### config.mk
export PLATFORM = sky130hd
export DESIGN_NAME = alu_operand_stage
export DESIGN_NICKNAME = d
export VERILOG_FILES = /design/src/rtl/alu_operand_stage.sv
export SDC_FILE = /design/constraint.sdc
export NUM_CORES = 1
export LEC_CHECK = 0
export BUFFER_PORTS_ARGS = -buffer_cell sky130_fd_sc_hd__buf_2
export CORE_ASPECT_RATIO = 1.25
export CORE_MARGIN = 2
export CORE_UTILIZATION = 53
export DETAILED_ROUTE_END_ITERATION = 7
export PLACE_DENSITY = 0.88
export REMOVE_ABC_BUFFERS = 1
export SYNTH_ARGS = -nofsm -noshare
export SYNTH_HDL_FRONTEND = slang
export SYNTH_SLANG_ARGS = --single-unit
### constraint.sdc
create_clock -name clk -period 1.6 [get_ports clk]
set_input_delay 0.32 -clock clk [delete_from_list [all_inputs] [get_ports clk]]
set_output_delay 0.32 -clock clk [all_outputs]
set_load 0.01 [all_outputs]
### src/rtl/alu_operand_stage.sv
// Registered ALU issue stage: decodes F, selects B, and buffers ops in a main + skid register pair.
// Optional statistics counters are enabled with the ALU_OPSTAGE_STATS_EN macro.
module alu_operand_stage #(
  parameter int unsigned WIDTH = 32,
  parameter int unsigned IMM_W = 16
) (
  input  logic             clk,
  input  logic             reset_n,
  input  logic             flush,
  input  logic             in_valid,
  output logic             in_ready,
  input  logic [WIDTH-1:0] rs_data,
  input  logic [WIDTH-1:0] rt_data,
  input  logic [IMM_W-1:0] imm,
  input  logic             alu_src,
  input  logic [1:0]       alu_op,
  input  logic [5:0]       funct,
  output logic             out_valid,
  input  logic             out_ready,
  output logic [WIDTH-1:0] a_out,
  output logic [WIDTH-1:0] b_out,
  output logic [2:0]       f_out,
  output logic             illegal
`ifdef ALU_OPSTAGE_STATS_EN
  ,
  output logic [31:0]      stat_issued,
  output logic [31:0]      stat_illegal
`endif
);

  logic             main_valid_q, main_valid_d;
  logic [WIDTH-1:0] main_a_q, main_a_d, main_b_q, main_b_d;
  logic [2:0]       main_f_q, main_f_d;
  logic             main_ill_q, main_ill_d;
  logic             skid_full_q, skid_full_d;
  logic [WIDTH-1:0] skid_a_q, skid_a_d, skid_b_q, skid_b_d;
  logic [2:0]       skid_f_q, skid_f_d;
  logic             skid_ill_q, skid_ill_d;

  logic [2:0]       dec_f;
  logic             dec_ill;
  logic [WIDTH-1:0] ext_imm;
  logic [WIDTH-1:0] dec_b;
  logic             in_xfer;
  logic             out_xfer;

  always_comb begin
    dec_f   = 3'b010;
    dec_ill = 1'b0;
    unique case (alu_op)
      2'b00: dec_f = 3'b010;
      2'b01: dec_f = 3'b110;
      2'b11: dec_f = 3'b001;
      2'b10: begin
        case (funct)
          6'b100000: dec_f = 3'b010;
          6'b100010: dec_f = 3'b110;
          6'b100100: dec_f = 3'b000;
          6'b100101: dec_f = 3'b001;
          6'b101010: dec_f = 3'b111;
          default:   dec_ill = 1'b1;
        endcase
      end
      default: dec_f = 3'b010;
    endcase
    // ORI-class ops take a zero-extended immediate; everything else sign-extends.
    ext_imm = (alu_op == 2'b11) ? {{(WIDTH - IMM_W){1'b0}}, imm}
                                : {{(WIDTH - IMM_W){imm[IMM_W-1]}}, imm};
    dec_b   = alu_src ? ext_imm : rt_data;
  end

  assign in_xfer  = in_valid && !skid_full_q;
  assign out_xfer = main_valid_q && out_ready;

  always_comb begin
    main_valid_d = main_valid_q;
    main_a_d     = main_a_q;
    main_b_d     = main_b_q;
    main_f_d     = main_f_q;
    main_ill_d   = main_ill_q;
    skid_full_d  = skid_full_q;
    skid_a_d     = skid_a_q;
    skid_b_d     = skid_b_q;
    skid_f_d     = skid_f_q;
    skid_ill_d   = skid_ill_q;
    if (flush) begin
      main_valid_d = 1'b0;
      skid_full_d  = 1'b0;
    end else if (!main_valid_q || out_ready) begin
      if (skid_full_q) begin
        main_valid_d = 1'b1;
        main_a_d     = skid_a_q;
        main_b_d     = skid_b_q;
        main_f_d     = skid_f_q;
        main_ill_d   = skid_ill_q;
        skid_full_d  = 1'b0;
      end else if (in_xfer) begin
        main_valid_d = 1'b1;
        main_a_d     = rs_data;
        main_b_d     = dec_b;
        main_f_d     = dec_f;
        main_ill_d   = dec_ill;
      end else begin
        main_valid_d = 1'b0;
      end
    end else if (in_xfer) begin
      skid_full_d = 1'b1;
      skid_a_d    = rs_data;
      skid_b_d    = dec_b;
      skid_f_d    = dec_f;
      skid_ill_d  = dec_ill;
    end
  end

  always_ff @(posedge clk) begin
    if (!reset_n) begin
      main_valid_q <= 1'b0;
      main_a_q     <= '0;
      main_b_q     <= '0;
      main_f_q     <= 3'b010;
      main_ill_q   <= 1'b0;
      skid_full_q  <= 1'b0;
      skid_a_q     <= '0;
      skid_b_q     <= '0;
      skid_f_q     <= 3'b010;
      skid_ill_q   <= 1'b0;
    end else begin
      main_valid_q <= main_valid_d;
      main_a_q     <= main_a_d;
      main_b_q     <= main_b_d;
      main_f_q     <= main_f_d;
      main_ill_q   <= main_ill_d;
      skid_full_q  <= skid_full_d;
      skid_a_q     <= skid_a_d;
      skid_b_q     <= skid_b_d;
      skid_f_q     <= skid_f_d;
      skid_ill_q   <= skid_ill_d;
    end
  end

  assign in_ready  = !skid_full_q;
  assign out_valid = main_valid_q;
  assign a_out     = main_a_q;
  assign b_out     = main_b_q;
  assign f_out     = main_f_q;
  assign illegal   = main_ill_q;

`ifdef ALU_OPSTAGE_STATS_EN
  logic [31:0] stat_issued_q, stat_issued_d;
  logic [31:0] stat_illegal_q, stat_illegal_d;

  // A flush cancels the output transfer, so it is not counted either.
  always_comb begin
    stat_issued_d  = stat_issued_q;
    stat_illegal_d = stat_illegal_q;
    if (out_xfer && !flush) begin
      stat_issued_d = stat_issued_q + 32'd1;
      if (main_ill_q) stat_illegal_d = stat_illegal_q + 32'd1;
    end
  end

  always_ff @(posedge clk) begin
    if (!reset_n) begin
      stat_issued_q  <= '0;
      stat_illegal_q <= '0;
    end else begin
      stat_issued_q  <= stat_issued_d;
      stat_illegal_q <= stat_illegal_d;
    end
  end

  assign stat_issued  = stat_issued_q;
  assign stat_illegal = stat_illegal_q;
`else
  logic unused_out_xfer;
  assign unused_out_xfer = out_xfer;
`endif

endmodule

### Yosys cells after proc, flatten, opt, wreduce, memory -nomap -nowiden

Cells that the tools add are included.
Widths: inputs -> output; s select.

| storage, ports and cells | value |
|---|---|
| register bits after elaboration | 138 |
| input bits | 94 |
| output and inout bits | 70 |
| logic and storage cells | 48 |

| cells by class | value |
|---|---|
| eq/ne operators | 8 |
| mux-type cells | 16 |
| bitwise logic cells | 3 |
| reduce and logical (&&, ||, !) cells | 11 |

Operators by type and width:

| operator | count |
|---|---|
| $mux 32 | 6 |
| $eq 6x6->1 const B | 5 |
| $pmux 3 s4 | 2 |
| $mux 1 | 6 |
| $mux 3 | 2 |
| $reduce_and 3->1 | 2 |
| $reduce_or 5->1 | 1 |
| $eq 2x2->1 const B | 2 |
| $not 1->1 | 3 |
| $reduce_or 3->1 | 1 |
| $eq 2x1->1 const B | 1 |
| $logic_not 1->1 | 2 |
| $logic_not 2->1 | 1 |
| $reduce_bool 2->1 | 1 |
| $reduce_or 2->1 | 1 |
| $logic_and 1x1->1 | 1 |
| $logic_or 1x1->1 | 1 |

### Longest topological paths before layout

| depth | value |
|---|---|
| depth in word-level cells | 6 |
| depth in mapped cells | 7 |
| depth with buffers taken out | 4 |

### Worst setup path before layout

No wires, ideal clock.

| timing path | value |
|---|---|
| path type | register -> register |
| start point | register main_valid_q, in the netlist out_valid |
| end point | register main_f_q[1], in the netlist f_out[1] |
| setup time | 141 ps |
| data arrival time | 1,252 ps |
| data required time | 1,459 ps |
| slack | 207 ps |
| stages on the path, launching flop included | 7 |
| buffers on the path | 2 |
| period minus slack after synthesis | 1,393 ps |
| cells stage by stage | dfxtp_1 -> nor2b_4 -> or3_1 -> buf_6 -> buf_2 -> nand2_1 -> o211ai_1 |

| between the ends | value |
|---|---|
| longest elaborated chain between the ends | 3 |

RTL lines:

| item | line | source |
|---|---|---|
| start: declaration | 31 | `logic main_valid_q, main_valid_d;` |
| start signal: assignment | 128 | `main_valid_q <= main_valid_d;` |
| $logic_not 1->1 | 89 | `end else if (!main_valid_q \|\| out_ready) begin` |
| $logic_or 1x1->1 | 89 |  |
| $reduce_and 3->1 (no line) | - |  |
| end signal: assignment | 131 | `main_f_q <= main_f_d;` |
| end: declaration | 33 | `logic [2:0] main_f_q, main_f_d;` |

No other way between the ends.
A chain may end at the register's enable or synchronous reset.

### Worst setup path in the final report

| timing path | value |
|---|---|
| start point | register skid_full_q |
| end point | output port in_ready |

| between the ends | value |
|---|---|
| longest elaborated chain between the ends | 1 |

RTL lines:

| item | line | source |
|---|---|---|
| start: declaration | 35 | `logic skid_full_q, skid_full_d;` |
| start signal: assignment | 133 | `skid_full_q <= skid_full_d;` |
| $logic_not 1->1 | 141 | `assign in_ready = !skid_full_q;` |
| end: declaration | 11 | `output logic in_ready,` |

No other way between the ends.

==> reports/results.tsv <==
stage	metric	value	unit
finish	Final Core Density	69.0	%
floorplan	Die Y	124	µm
floorplan	# rows	43	
detailed_routing	DR vias	5376	
power_and_ir_drop	Peak supply drop	0.000790	V
finish	fillcell total	900	
worst_setup_path	CP peak stage delay	0.37	ns
clock_network	Skew-Pair Late Insertion Delay	0.41	ns
worst_hold_path	worst hold path type	input port to flip-flop	
detailed_routing	average vias per placed instance	5.51	
floorplan	Starting Density	54.8	%
clock_network	H-tree depth	4	
clock_network	Clock Sink Count	138	
finish	Antenna Cells	0	
global_route	largest net degree at the start of global routing	70	
sta	skew final	0.00646	ns
sta	RSZ-0062 raised after global routing	false	
clock_network	CTS tree	done	
power_and_ir_drop	power per cell area	1080	mW/mm²
yosys	Cell Area, Synth	0.00613	mm²
worst_setup_path	critical path type	flip-flop to output port	
worst_setup_path	crit path cell chain	inv_4 -> buf_2	
detailed_routing	overall routed net length	14200	µm
worst_setup_path	Worst Setup Start Kind	flip-flop	
yosys	sequential fraction of the synthesis area	45.1	%
global_route	antenna violations before repair	0	
clock_network	Hold-fix buffers, CTS	0	
clock_network	Clock Tree Buf Depth	2	
sta	Max Slew Vio Count	0	
yosys	cell count after synthesis	684	
floorplan	Die Width	100	µm
global_route	first-pass GRT wire length	23200	µm
detailed_routing	DRC Markers	0	
worst_setup_path	WP data arrival	1.16	ns
detailed_routing	Routed Antenna Nets	0	
worst_setup_path	slowest CP cell	dfxtp_2	
detailed_routing	Initial DRC Count	271	
yosys	Async S/R FF share, synth	0	%
yosys	Post-synth top flop	dfxtp_1	
yosys	#FFs+latches synth	138	
place	IO buf count	163	
yosys	Avg Cell Area, Syn	8.96	µm²
finish	P&R area growth vs syn	26.0	%
clock_network	Num CTS Buffers	17	
run_status	status	finished clean	
floorplan	die area	0.0124	mm²
job	Max Cap Violations	0	
worst_setup_path	Worst Setup End Kind	output port	
worst_setup_path	CP max FO	11	
yosys	Synth cell types	38	
sta	Fmax achieved	678	MHz
floorplan	Core Box Area	0.0112	mm²
sta	crit path time final	1.48	ns
power_and_ir_drop	Total Power	0.00837	W
global_route	GR Overflow Total	0	
finish	share of post-route cells with drive strength above 1	26.9	%
sta	Rel. slew slack	54.8	%
place	DP HPWL	9310	µm
power_and_ir_drop	Leak	3.82	nW
floorplan	IO Pins	164	
sta	final setup vio count	0	
global_route	number of global-route vias before repair	5050	
yosys	number of enable-type register cells in the synthesized netlist	0	
clock_network	root buffer cell	clkbuf_16	
global_route	GRT Util Overall	22.7	%
sta	period utilization	92.2	%
sta	hold slack	0.156	ns
sta	TNS Setup	0	ns
sta	slew at the pin closest to its max-slew limit	0.678	ns
finish	Nets	922	
yosys	Synth Warn #	0	
worst_setup_path	Critical Path RT	1.28	ns
detailed_routing	Routed WL per cell	14.6	µm
detailed_routing	DRT Pass-1 Iters	5	
place	Final Wtd Congestion	0.770	
sta	Hold Violations, Final	0	
clock_network	Reg clk slew, reported paths	0.06	ns
==> Yosys cell counts (2+ instances only) <==
cell / count / area share [%]
a221oi_1: 2 / 0.29
nor3b_1: 3 / 0.37
clkbuf_1: 21 / 1.3
o21ai_1: 2 / 0.16
o22ai_1: 16 / 1.6
o211ai_1: 18 / 2.2
o21ai_0: 19 / 1.6
nor2_1: 3 / 0.18
nor2_2: 2 / 0.20
buf_1: 2 / 0.12
o211a_1: 48 / 7.8
buf_4: 6 / 0.73
dfxtp_1: 138 / 45
buf_6: 4 / 0.73
mux2i_1: 66 / 11
nand3_1: 19 / 1.6
a31oi_1: 2 / 0.20
a21boi_1: 26 / 3.2
a21boi_0: 39 / 4.8
nand2_1: 184 / 11
nand2b_1: 2 / 0.20
nor3_1: 3 / 0.24
a21oi_1: 2 / 0.16
inv_1: 17 / 1.0
buf_2: 27 / 2.2
==> metal layers <==
metal	track usage [%]	part of all wire, %
met4	7.49	1.5
met1	27.7	42
met5	0	0
met3	6.17	6.7
met2	38.3	50
==> cells in the final DEF (no fill, tap or decap), drive strengths merged <==
cell type	count
a21boi	65
a21oi	2
a221oi	2
a311oi	1
a31oi	2
a32o	1
and2	1
and3	1
buf	184
bufinv	3
clkbuf	21
clkinv	5
clkinvlp	4
dfxtp	138
inv	18
mux2	1
mux2i	66
nand2	184
nand2b	2
nand3	20
nor2	5
nor2b	2
nor3	4
nor3b	3
o211a	48
o211ai	18
o21ai	21
o22ai	16
o31ai	1
or2b	1
or3	1
==> cell families after synthesis <==
group	synth area share, %
AND/OR/NAND/NOR	15.3
AO/OA/AOI/OAI	22.5
flip-flops	45.1
buffers and inverters	6.18
multiplexers	11.0
==> path summary, 6_finish.rpt <==
kind                             startpoint                        end  slack, ns  depth (start not counted)
setup / recovery   skid_full_q$_SDFFE_PP0P_                   in_ready       0.12                          2
hold / removal                  rs_data[28]  skid_a_q[28]$_SDFFE_PN0P_       0.16                          3
setup reg to reg   skid_full_q$_SDFFE_PP0P_      f_out[2]$_SDFFE_PN0P_       0.13                          6
hold reg to reg   skid_a_q[18]$_SDFFE_PN0P_  skid_a_q[18]$_SDFFE_PN0P_       0.45                          2
==> registers in the layout, summed over array words and instances (netlist names), 3 cells and up <==
register / count
skid_a_q: 32
skid_f_q: 3
a_out: 32
skid_b_q: 32
f_out: 3
b_out: 32
==> power by group <==
group | switching [W] | internal (W) | leakage, nW
registers | 0.0000603 | 0.00356 | 1.12
logic | 0.000442 | 0.000390 | 2.42
clock network | 0.00144 | 0.00248 | 0.282
==> critical path, delay by kind of cell (launching register included) <==
kind | cells | cell delay, ns
buf+inv | 2 | 0.36
flops | 1 | 0.37
==> area by class of cell <==
class	instances	area, µm²	area share [%]
Clock inverter	12	149	1.93
Tap cell	135	169	2.19
Multi-Input combinational cell	468	2990	38.7
Timing Repair Buffer	185	1130	14.7
Sequential cell	138	2760	35.8
Inverter	18	70.1	0.907
Clock buffer	20	447	5.78
==> per-stage QoR <==
stage                     instance area (µm²)  std cells  worst slack (ns)
after global routing                     7720        976            0.0199
after detailed placement                 7070        942           -0.0226
after global placement                   7070        942            0.0915
after floorplan                          5820        624             -2.40
after CTS                                7670        974            0.0148
final                                    7720        976             0.124
==> timing repair <==
item                       4_1_cts  5_1_grt
gates cloned                     0        1
pin swaps                        0        1
resized for setup                1        2
setup endpoints to repair        1       23
buffers inserted                 0        1
Power figures use the tool's default switching activity.
